**src/rtl/mult_pkg.sv**
```systemverilog
// Shared constants and state encoding for the product accumulator.
// Widths are sized so a full burst of maximum products cannot overflow.
package mult_pkg;

    localparam int PW        = 8;
    localparam int MAX_BEATS = 16;
    localparam int AW        = 12;
    localparam int CW        = 5;

    typedef enum logic [1:0] {
        IDLE = 2'd0,
        ACC  = 2'd1,
        HOLD = 2'd2
    } state_e;

endpackage

```
**src/rtl/acc_adder.sv**
```systemverilog
// AW-bit Kogge-Stone prefix adder built from grey/black cells,
// matching the final adder of the array multiplier.
module acc_adder #(
    parameter int AW = 12
) (
    input  logic [AW-1:0] a,
    input  logic [AW-1:0] b,
    output logic [AW-1:0] sum
);

    localparam int L = $clog2(AW);

    logic [AW-1:0] g [0:L];
    logic [AW-1:0] p [0:L];
    logic [AW-1:0] c;

    function automatic logic [1:0] black(
        input logic gh, input logic ph,
        input logic gl, input logic pl
    );
        return {gh | (ph & gl), ph & pl};
    endfunction

    function automatic logic grey(
        input logic gh, input logic ph, input logic gl
    );
        return gh | (ph & gl);
    endfunction

    always_comb begin
        g[0] = a & b;
        p[0] = a ^ b;
        for (int l = 0; l < L; l++) begin
            for (int i = 0; i < AW; i++) begin
                int d;
                int j;
                d = 1 << l;
                j = (i >= d) ? i - d : i;
                g[l+1][i] = g[l][i];
                p[l+1][i] = p[l][i];
                if (i >= d) begin
                    // Bits whose span already reaches bit 0 only need G.
                    if (i < 2 * d) begin
                        g[l+1][i] = grey(g[l][i], p[l][i], g[l][j]);
                    end else begin
                        {g[l+1][i], p[l+1][i]} =
                            black(g[l][i], p[l][i], g[l][j], p[l][j]);
                    end
                end
            end
        end
        c   = {g[L][AW-2:0], 1'b0};
        sum = p[0] ^ c;
    end

endmodule

```
**src/rtl/mult_prod_accumulator.sv**
```systemverilog
// Sums bursts of multiplier products and presents each burst total
// on a registered valid/ready output with backpressure.
module mult_prod_accumulator #(
    parameter int PW        = mult_pkg::PW,
    parameter int MAX_BEATS = mult_pkg::MAX_BEATS,
    parameter int AW        = mult_pkg::AW
) (
    input  logic                    clk,
    input  logic                    rst,
    input  logic                    in_valid,
    output logic                    in_ready,
    input  logic [PW-1:0]           in_prod,
    input  logic                    in_last,
    output logic                    out_valid,
    input  logic                    out_ready,
    output logic [AW-1:0]           out_sum,
    output logic [mult_pkg::CW-1:0] out_count,
    output logic                    out_forced
);

    import mult_pkg::*;

    state_e        state_q, state_d;
    logic [AW-1:0] acc_q, acc_d;
    logic [CW-1:0] cnt_q, cnt_d;
    logic          valid_q, valid_d;
    logic [AW-1:0] sum_q, sum_d;
    logic [CW-1:0] count_q, count_d;
    logic          forced_q, forced_d;

    logic          fire;
    logic          first;
    logic          close;
    logic [AW-1:0] add_a;
    logic [AW-1:0] add_sum;
    logic [CW-1:0] new_cnt;

    assign in_ready = !valid_q | out_ready;
    assign fire     = in_valid & in_ready;
    assign first    = (state_q != ACC);

    // A fresh burst adds onto zero, so one adder covers both cases.
    assign add_a   = first ? '0 : acc_q;
    assign new_cnt = first ? CW'(1) : cnt_q + CW'(1);
    assign close   = in_last | (new_cnt == CW'(MAX_BEATS));

    acc_adder #(.AW(AW)) u_add (
        .a   (add_a),
        .b   ({{(AW-PW){1'b0}}, in_prod}),
        .sum (add_sum)
    );

    always_comb begin
        state_d  = state_q;
        acc_d    = acc_q;
        cnt_d    = cnt_q;
        valid_d  = valid_q;
        sum_d    = sum_q;
        count_d  = count_q;
        forced_d = forced_q;
        if (valid_q && out_ready) begin
            valid_d = 1'b0;
            state_d = IDLE;
        end
        if (fire) begin
            acc_d = add_sum;
            cnt_d = new_cnt;
            if (close) begin
                sum_d    = add_sum;
                count_d  = new_cnt;
                forced_d = !in_last;
                valid_d  = 1'b1;
                state_d  = HOLD;
            end else begin
                state_d = ACC;
            end
        end
    end

    always_ff @(posedge clk or posedge rst) begin
        if (rst) begin
            state_q  <= IDLE;
            acc_q    <= '0;
            cnt_q    <= '0;
            valid_q  <= 1'b0;
            sum_q    <= '0;
            count_q  <= '0;
            forced_q <= 1'b0;
        end else begin
            state_q  <= state_d;
            acc_q    <= acc_d;
            cnt_q    <= cnt_d;
            valid_q  <= valid_d;
            sum_q    <= sum_d;
            count_q  <= count_d;
            forced_q <= forced_d;
        end
    end

    assign out_valid  = valid_q;
    assign out_sum    = sum_q;
    assign out_count  = count_q;
    assign out_forced = forced_q;

endmodule

```
**config.mk**
```make
export PLATFORM = sky130hd
export DESIGN_NAME = mult_prod_accumulator
export DESIGN_NICKNAME = d
export VERILOG_FILES = /design/src/rtl/mult_pkg.sv /design/src/rtl/acc_adder.sv /design/src/rtl/mult_prod_accumulator.sv
export SDC_FILE = /design/constraint.sdc
export NUM_CORES = 1
export LEC_CHECK = 0
export ABC_AREA = 1
export CAP_MARGIN = 10
export CORE_MARGIN = 5
export CORE_UTILIZATION = 48
export DETAILED_ROUTE_END_ITERATION = 8
export PLACE_DENSITY = 0.75
export SLEW_MARGIN = 20
export SYNTH_ARGS = -nofsm -noshare
export SYNTH_HDL_FRONTEND = slang
export SYNTH_SLANG_ARGS = --single-unit
```
**constraint.sdc**
```tcl
create_clock -name clk -period 2.4 [get_ports clk]
set_clock_uncertainty 0.05 [all_clocks]
set_input_delay 0.6 -clock clk [delete_from_list [all_inputs] [get_ports clk]]
set_output_delay 0.6 -clock clk [all_outputs]
set_load 0.01 [all_outputs]
```
==> flow_metrics.py, run 1 <==
metrics = {
    "pwr": {
        "powerDensity_nw_per_um2": 735.2,
        "p_int_w": 0.001285,
        "p_comb_share_pct": 36.0,
        "p_clk_share_pct": 21.3,
        "p_switching_w": 0.0006702,
        "p_leak_nw": 1.441,
        "p_seq_share_pct": 42.7,
        "p_total_w": 0.001955,
        "p_sw_share_pct": 34.29,
        "vdd_drop_max_mv": 0.3238,
    },
    "route": {
        "dr.pass1.iters": 4,
        "drc": 0,
        "ant_nets": 0,
        "routed_wl_mm": 4.607,
        "vias": 1858,
        "dr.first_iter.drc_count": 112,
        "routed_wire_length_per_instance_um": 11.84,
        "routed_via_density": 4.776,
    },
    "cells_and_area": {
        "instances_no_fill": 389,
        "fill_cells": 412,
        "regArea_sq_um": 950.9,
        "antenna_cells": 0,
        "drive_gt1_share_pct": 9.199,
        "final_core_util_pct": 61.06,
        "syn_to_final_growth_pct": 23.91,
        "multi_input_area_sq_um": 991.0,
        "final_nets": 360,
    },
    "setup_path": {
        "crit_chain": "clkdlybuf4s50_1 -> inv_1 -> nand2_1 -> clkdlybuf4s50_1",
        "ff2ff_path_depth": 14,
        "end_kind": "output port",
        "slowest_stage": "clkdlybuf4s50_1",
        "crit_family": "buffers and inverters",
        "critPathLaunchType": "primary input",
        "max_stage_delay_ns": 0.54,
        "crit_buf_inv": 3,
        "path_class": "in -> out",
        "r2r_slack_ns": 0.25,
        "r2r_end": "out_sum[9]",
        "crit_top_cell": "clkdlybuf4s50_1",
        "worstPathRequired_ns": 1.75,
        "critPathMaxFanout": 2,
        "worstPathArrival_ns": 1.72,
        "r2r_start": "state_q[1]",
    },
    "logic_synthesis": {
        "syn_area_sq_um": 2146,
        "yosysWarnings": 0,
        "yosysSeqAreaShare_pct": 44.31,
        "synth-simple-area-share_pct": 32.77,
        "synth_top_family_by_area": "simple AND/OR/NAND/NOR gates",
        "synth.avg_cell_area_sq_um": 7.299,
        "yosys.area_share.xor_xnor_pct": 2.449,
        "syn_nets": 317,
        "syn-instance-count": 294,
        "synth_compound_area_share_pct": 4.490,
        "synth_adder_area_share_pct": 6.181,
        "synth_seq_cells": 38,
        "muxShareOfSynthArea_pct": 0,
        "ys_types": 23,
    },
    "grt": {
        "grt-ovfl-total": 0,
        "grt_pass1_vias": 1875,
        "grt_antenna_before_repair": 0,
        "grt_pass1_wl_mm": 8.079,
        "grt_usage_pct": 16.49,
        "grt_max_degree": 39,
    },
    "cts": {
        "clock_latency_ns": 0.29,
        "htree_levels": 2,
        "cts.sinks": 38,
        "clk_path_buf_depth": 2,
        "root_buffer": "clkbuf_8",
        "cts_tree": "yes",
        "cts_setup_buffers": 0,
        "numCtsBuffers": 5,
        "cts.clk_slew.worst_paths_ns": 0.07,
    },
    "timing": {
        "timing_hold_violations_final": 0,
        "relSlewSlack_pct": 67.91,
        "slew_viol_final": 0,
        "post-route-period-util_pct": 98.63,
        "fin_hold_ws_ns": 0.4210,
        "period_needed_ns": 2.367,
        "setup_viol": 0,
        "rsz0062_at_grt": "no",
        "setup_tns_ns": 0,
        "worst_slew_pin_slew_ns": 0.4814,
        "max_freq_ghz": 0.4225,
    },
    "run": {
        "max_cap_viol_count": 0,
    },
    "hold_path": {
        "holdPathStages": 2,
        "min_to": "out_count[2]",
        "hp-start": "out_count[2]",
        "hp-class": "reg -> reg",
    },
    "placement": {
        "hpwl_mm": 3.342,
        "dpl.cell_count": 382,
        "port_buffers": 32,
        "gp_congestion": 0.7779,
    },
    "floorplan": {
        "fp.dieW_um": 76.86,
        "core_sq_um": 4354,
        "row_count": 24,
        "initial_core_util_pct": 49.28,
        "die_h_um": 76.86,
        "ios": 33,
        "dieArea_sq_um": 5907,
    },
    "run_status": {
        "status": "complete, no violations",
    },
}
[power by group through the flow]
stage               Clock, W  Sequential (W)  Combinational [W]
finish              0.000416        0.000835           0.000703
detailed placement         0        0.000848           0.000702
CTS                 0.000430        0.000836           0.000707
floorplan                  0        0.000874           0.000389
global placement           0        0.000846           0.000681
global route        0.000455        0.000853           0.000797
[cell type report]
type	instances	share of cell area, %
multi-input combinational	207	37.27
sequential	38	35.76
timing repair buffer	43	15.62
inverter	42	5.929
clock buffer	5	2.588
tap	52	2.447
clock inverter	2	0.3765
[cell families after synthesis]
kind of cell,Yosys count
simple gates,173
buf+inv,49
flops,38
compound gates,18
xor+xnor,6
fa+ha+maj,10
[metal layers]
| metal | part of all wire, % | GRT usage (%) | up-vias |
|---|---|---|---|
| li1 | - | - | 970 |
| met4 | 1.4 | 6.469 | 0 |
| met3 | 3.2 | 3.162 | 7 |
| met5 | 0 | 0 | - |
| met2 | 48 | 28.10 | 25 |
| met1 | 48 | 20.42 | 856 |
[per-stage QoR]
| step | area [sq um] | worst slack, ns |
|---|---|---|
| 2_1_floorplan | 2146 | 0.07715 |
| 3_3_place_gp | 2574 | -0.1856 |
| 3_5_place_dp | 2574 | -0.2687 |
| 4_1_cts | 2653 | 0.01301 |
| 5_1_grt | 2659 | 0.002336 |
| 6_report | 2659 | 0.03295 |
[synth_stat cells, drive strengths merged]
master / n / area (sq um)
a21oi: 4 / 23.77
xor2: 4 / 35.03
nand3b: 2 / 15.01
nand4: 1 / 6.260
o21ai: 13 / 65.06
nand2: 126 / 483.0
xnor2: 2 / 17.52
nor2: 30 / 127.6
fa: 1 / 20.02
nand3: 13 / 65.06
inv: 42 / 157.7
clkbuf: 4 / 15.01
dfrtp: 38 / 950.9
o21bai: 1 / 7.510
or2: 1 / 6.260
ha: 9 / 112.6
buf: 3 / 37.53
[cell usage in the layout, fill, tap and decap left out, types with 4 or more instances in the layout]
master,count
buf_4,10
clkbuf_8,5
clkdlybuf4s50_1,32
dfrtp_1,38
ha_1,9
inv_1,41
nand2_1,122
nand2_2,4
nand3_1,13
nor2_1,26
o21ai_0,12
xor2_1,4
[timing repair]
item / in CTS / in global routing
gates resized for setup: 0 / 3
endpoints found under the setup margin: 0 / 8
hold buffers: 0 / 0
[worst max path at each step]
stage | slack, ns | to | from | cells after the start
2_1_floorplan | 0.08 | acc_q[10] | state_q[1] | 15
3_3_place_gp | -0.19 | out_sum[10] | in_prod[0] | 13
3_5_place_dp | -0.27 | out_sum[10] | in_prod[0] | 13
4_1_cts | 0.01 | out_sum[10] | in_prod[0] | 13
5_1_grt | 0.002 | in_ready | out_ready | 4
6_report | 0.03 | in_ready | out_ready | 4
[tightest hold or removal path, delay by kind of cell, from the launching register on]
family	cells	cell delay (ns)
AND/OR/NAND/NOR	2	0.09
flip-flops	1	0.34
[state kept, by name, summed over array words and instances, names as in the netlist]
| register | flops |
|---|---|
| out_count | 5 |
| state_q | 2 |
| acc_q | 12 |
| out_valid | 1 |
| out_sum | 12 |
| out_forced | 1 |
| cnt_q | 5 |
No activity file was read; power rests on OpenSTA's default activity.
==> run 2, diff against run 1 <==
- CORE_ASPECT_RATIO: unset -> 1.75
==> flow_metrics.py, run 2 (same netlist as run 1, synthesis figures left out) <==
metrics = {
    "route": {
        "dr.pass1.iters": 4,
        "routed_wire_length_per_instance_um": 12.69,
        "highest_layer": "met4",
        "vias": 1921,
        "drc": 0,
        "ant_nets": 0,
        "drt-met1-wl_mm": 1.905,
        "routed_via_density": 4.938,
        "wl_met2_mm": 2.696,
        "wl_met3_um": 137,
        "dr.first_iter.drc_count": 56,
        "routed_wl_mm": 4.938,
    },
    "setup_path": {
        "critPathMaxFanout": 3,
        "critPathLaunch": "in_prod[0]",
        "max_stage_delay_ns": 0.46,
        "r2r_end": "out_sum[9]",
        "r2r_start": "state_q[1]",
        "crit_family": "buffers and inverters",
        "crit_buf_inv": 3,
        "slowest_stage": "clkdlybuf4s50_1",
        "crit_top_cell": "nand2_1",
        "crit_end": "acc_q[10]",
        "ff2ff_path_depth": 14,
        "worstPathRequired_ns": 2.53,
        "path_depth": 13,
        "r2r_slack_ns": 0.19,
        "critPathLaunchType": "primary input",
        "end_kind": "flip-flop",
        "path_class": "in -> reg",
        "crit_chain": "clkdlybuf4s50_1 -> ha_1 -> inv_1 -> fa_2 -> o21ai_2 -> buf_4 -> nand2_1 -> nand2_2 -> nand2_1 -> nand2_1 -> nand2_1 -> nand2_1 -> nand2_1",
        "worstPathArrival_ns": 2.37,
    },
    "floorplan": {
        "core_sq_um": 4364,
        "die_h_um": 98.45,
        "row_count": 32,
        "dieArea_sq_um": 5960,
        "fp.dieW_um": 60.54,
        "ios": 33,
        "initial_core_util_pct": 49.17,
    },
    "cells_and_area": {
        "drive_gt1_share_pct": 10.36,
        "instances_no_fill": 389,
        "syn_to_final_growth_pct": 24.72,
        "final_nets": 362,
        "final_common_cell": "nand2_1",
        "final_core_util_pct": 61.32,
        "antenna_cells": 0,
        "mostFrequentLayoutCells": "121 x nand2_1, 41 x inv_1, 38 x dfrtp_1",
    },
    "grt": {
        "grt_pass1_wl_mm": 8.493,
        "grt_antenna_before_repair": 0,
        "grt_usage_pct": 18.59,
        "grt-ovfl-total": 0,
        "grt_pass1_vias": 1938,
        "grt_max_degree": 39,
    },
    "placement": {
        "hpwl_mm": 3.711,
        "port_buffers": 32,
        "dpl.cell_count": 383,
        "gp_congestion": 0.9058,
    },
    "cts": {
        "clk_path_buf_depth": 2,
        "root_buffer": "clkbuf_8",
        "cts_tree": "yes",
        "numCtsBuffers": 5,
        "htree_levels": 2,
        "cts_setup_buffers": 0,
        "clock_latency_ns": 0.28,
        "cts.sinks": 38,
        "cts.clk_slew.worst_paths_ns": 0.07,
    },
    "timing": {
        "setup_tns_ns": 0,
        "worst_slew_pin_slew_ns": 0.4931,
        "relSlewSlack_pct": 67.13,
        "timing_hold_violations_final": 0,
        "period_needed_ns": 2.244,
        "fin_hold_ws_ns": 0.4224,
        "setup_viol": 0,
        "max_freq_ghz": 0.4457,
        "post-route-period-util_pct": 93.48,
        "rsz0062_at_grt": "no",
        "slew_viol_final": 0,
    },
    "pwr": {
        "p_total_w": 0.001990,
        "vdd_drop_max_mv": 0.4406,
        "powerDensity_nw_per_um2": 743.4,
        "p_leak_nw": 1.446,
    },
    "run": {
        "max_cap_viol_count": 0,
    },
    "run_status": {
        "status": "complete, no violations",
    },
    "hold_path": {
        "hp-class": "reg -> reg",
    },
}
## run 2: cell count changes in the layout (fill, tap and decap cells not counted), sizes merged
cell,change
buf,+2
clkbuf,+1
clkdlybuf4s50,-1
clkinv,-2
dlygate4sd2,+1
## run 2: cell type report
class,count,area [sq um]
inverter,42,157.7
timing repair buffer,45,416.7
sequential,38,950.9
clock buffer,6,82.58
tap,51,63.81
fill,396,1688
multi-input combinational,207,1005
## run 2: repair_timing
| action | CTS | global route |
|---|---|---|
| pin swaps | 0 | 1 |
| hold buffers | 0 | 0 |
| gates cloned | 0 | 0 |
| setup endpoints to repair | 1 | 9 |
| gates resized for setup | 1 | 6 |
## run 2: worst min-delay path by stage
stage | from | end | slack [ns] | cells past startpoint
after floorplan | acc_q[10] | acc_q[10] | 0.40 | 2
after CTS | out_sum[3] | out_sum[3] | 0.43 | 2
final | out_sum[3] | out_sum[3] | 0.42 | 2
after detailed placement | out_sum[3] | out_sum[3] | 0.41 | 2
after global placement | out_count[2] | out_count[2] | 0.40 | 2
after global routing | out_sum[8] | out_sum[8] | 0.44 | 2
## run 2: tightest hold or removal path: cells and delay by family (launching register included)
family           cells  cell delay, ns
flip-flops           1            0.34
AND/OR/NAND/NOR      2            0.10
## run 2: where the power goes
| part | internal (W) | switching, W |
|---|---|---|
| combinational | 0.000323 | 0.000393 |
| sequential | 0.000771 | 0.0000725 |
| clock | 0.000222 | 0.000209 |
| total | 0.00132 | 0.000674 |
## run 2: per-layer routing
layer / vias to the layer above / track usage, %
li1: 970 / -
met1: 900 / 21.43
met2: 34 / 31.58
met3: 17 / 2.752
met4: 0 / 10.35
met5: - / 0
## run 2: metrics by stage
step	setup slack (ns)	cell area, sq um
3_3_place_gp	-0.1635	2575
3_5_place_dp	-0.2311	2575
2_1_floorplan	0.07715	2146
5_1_grt	0.007138	2676
4_1_cts	0.03371	2656
6_report	0.1564	2676
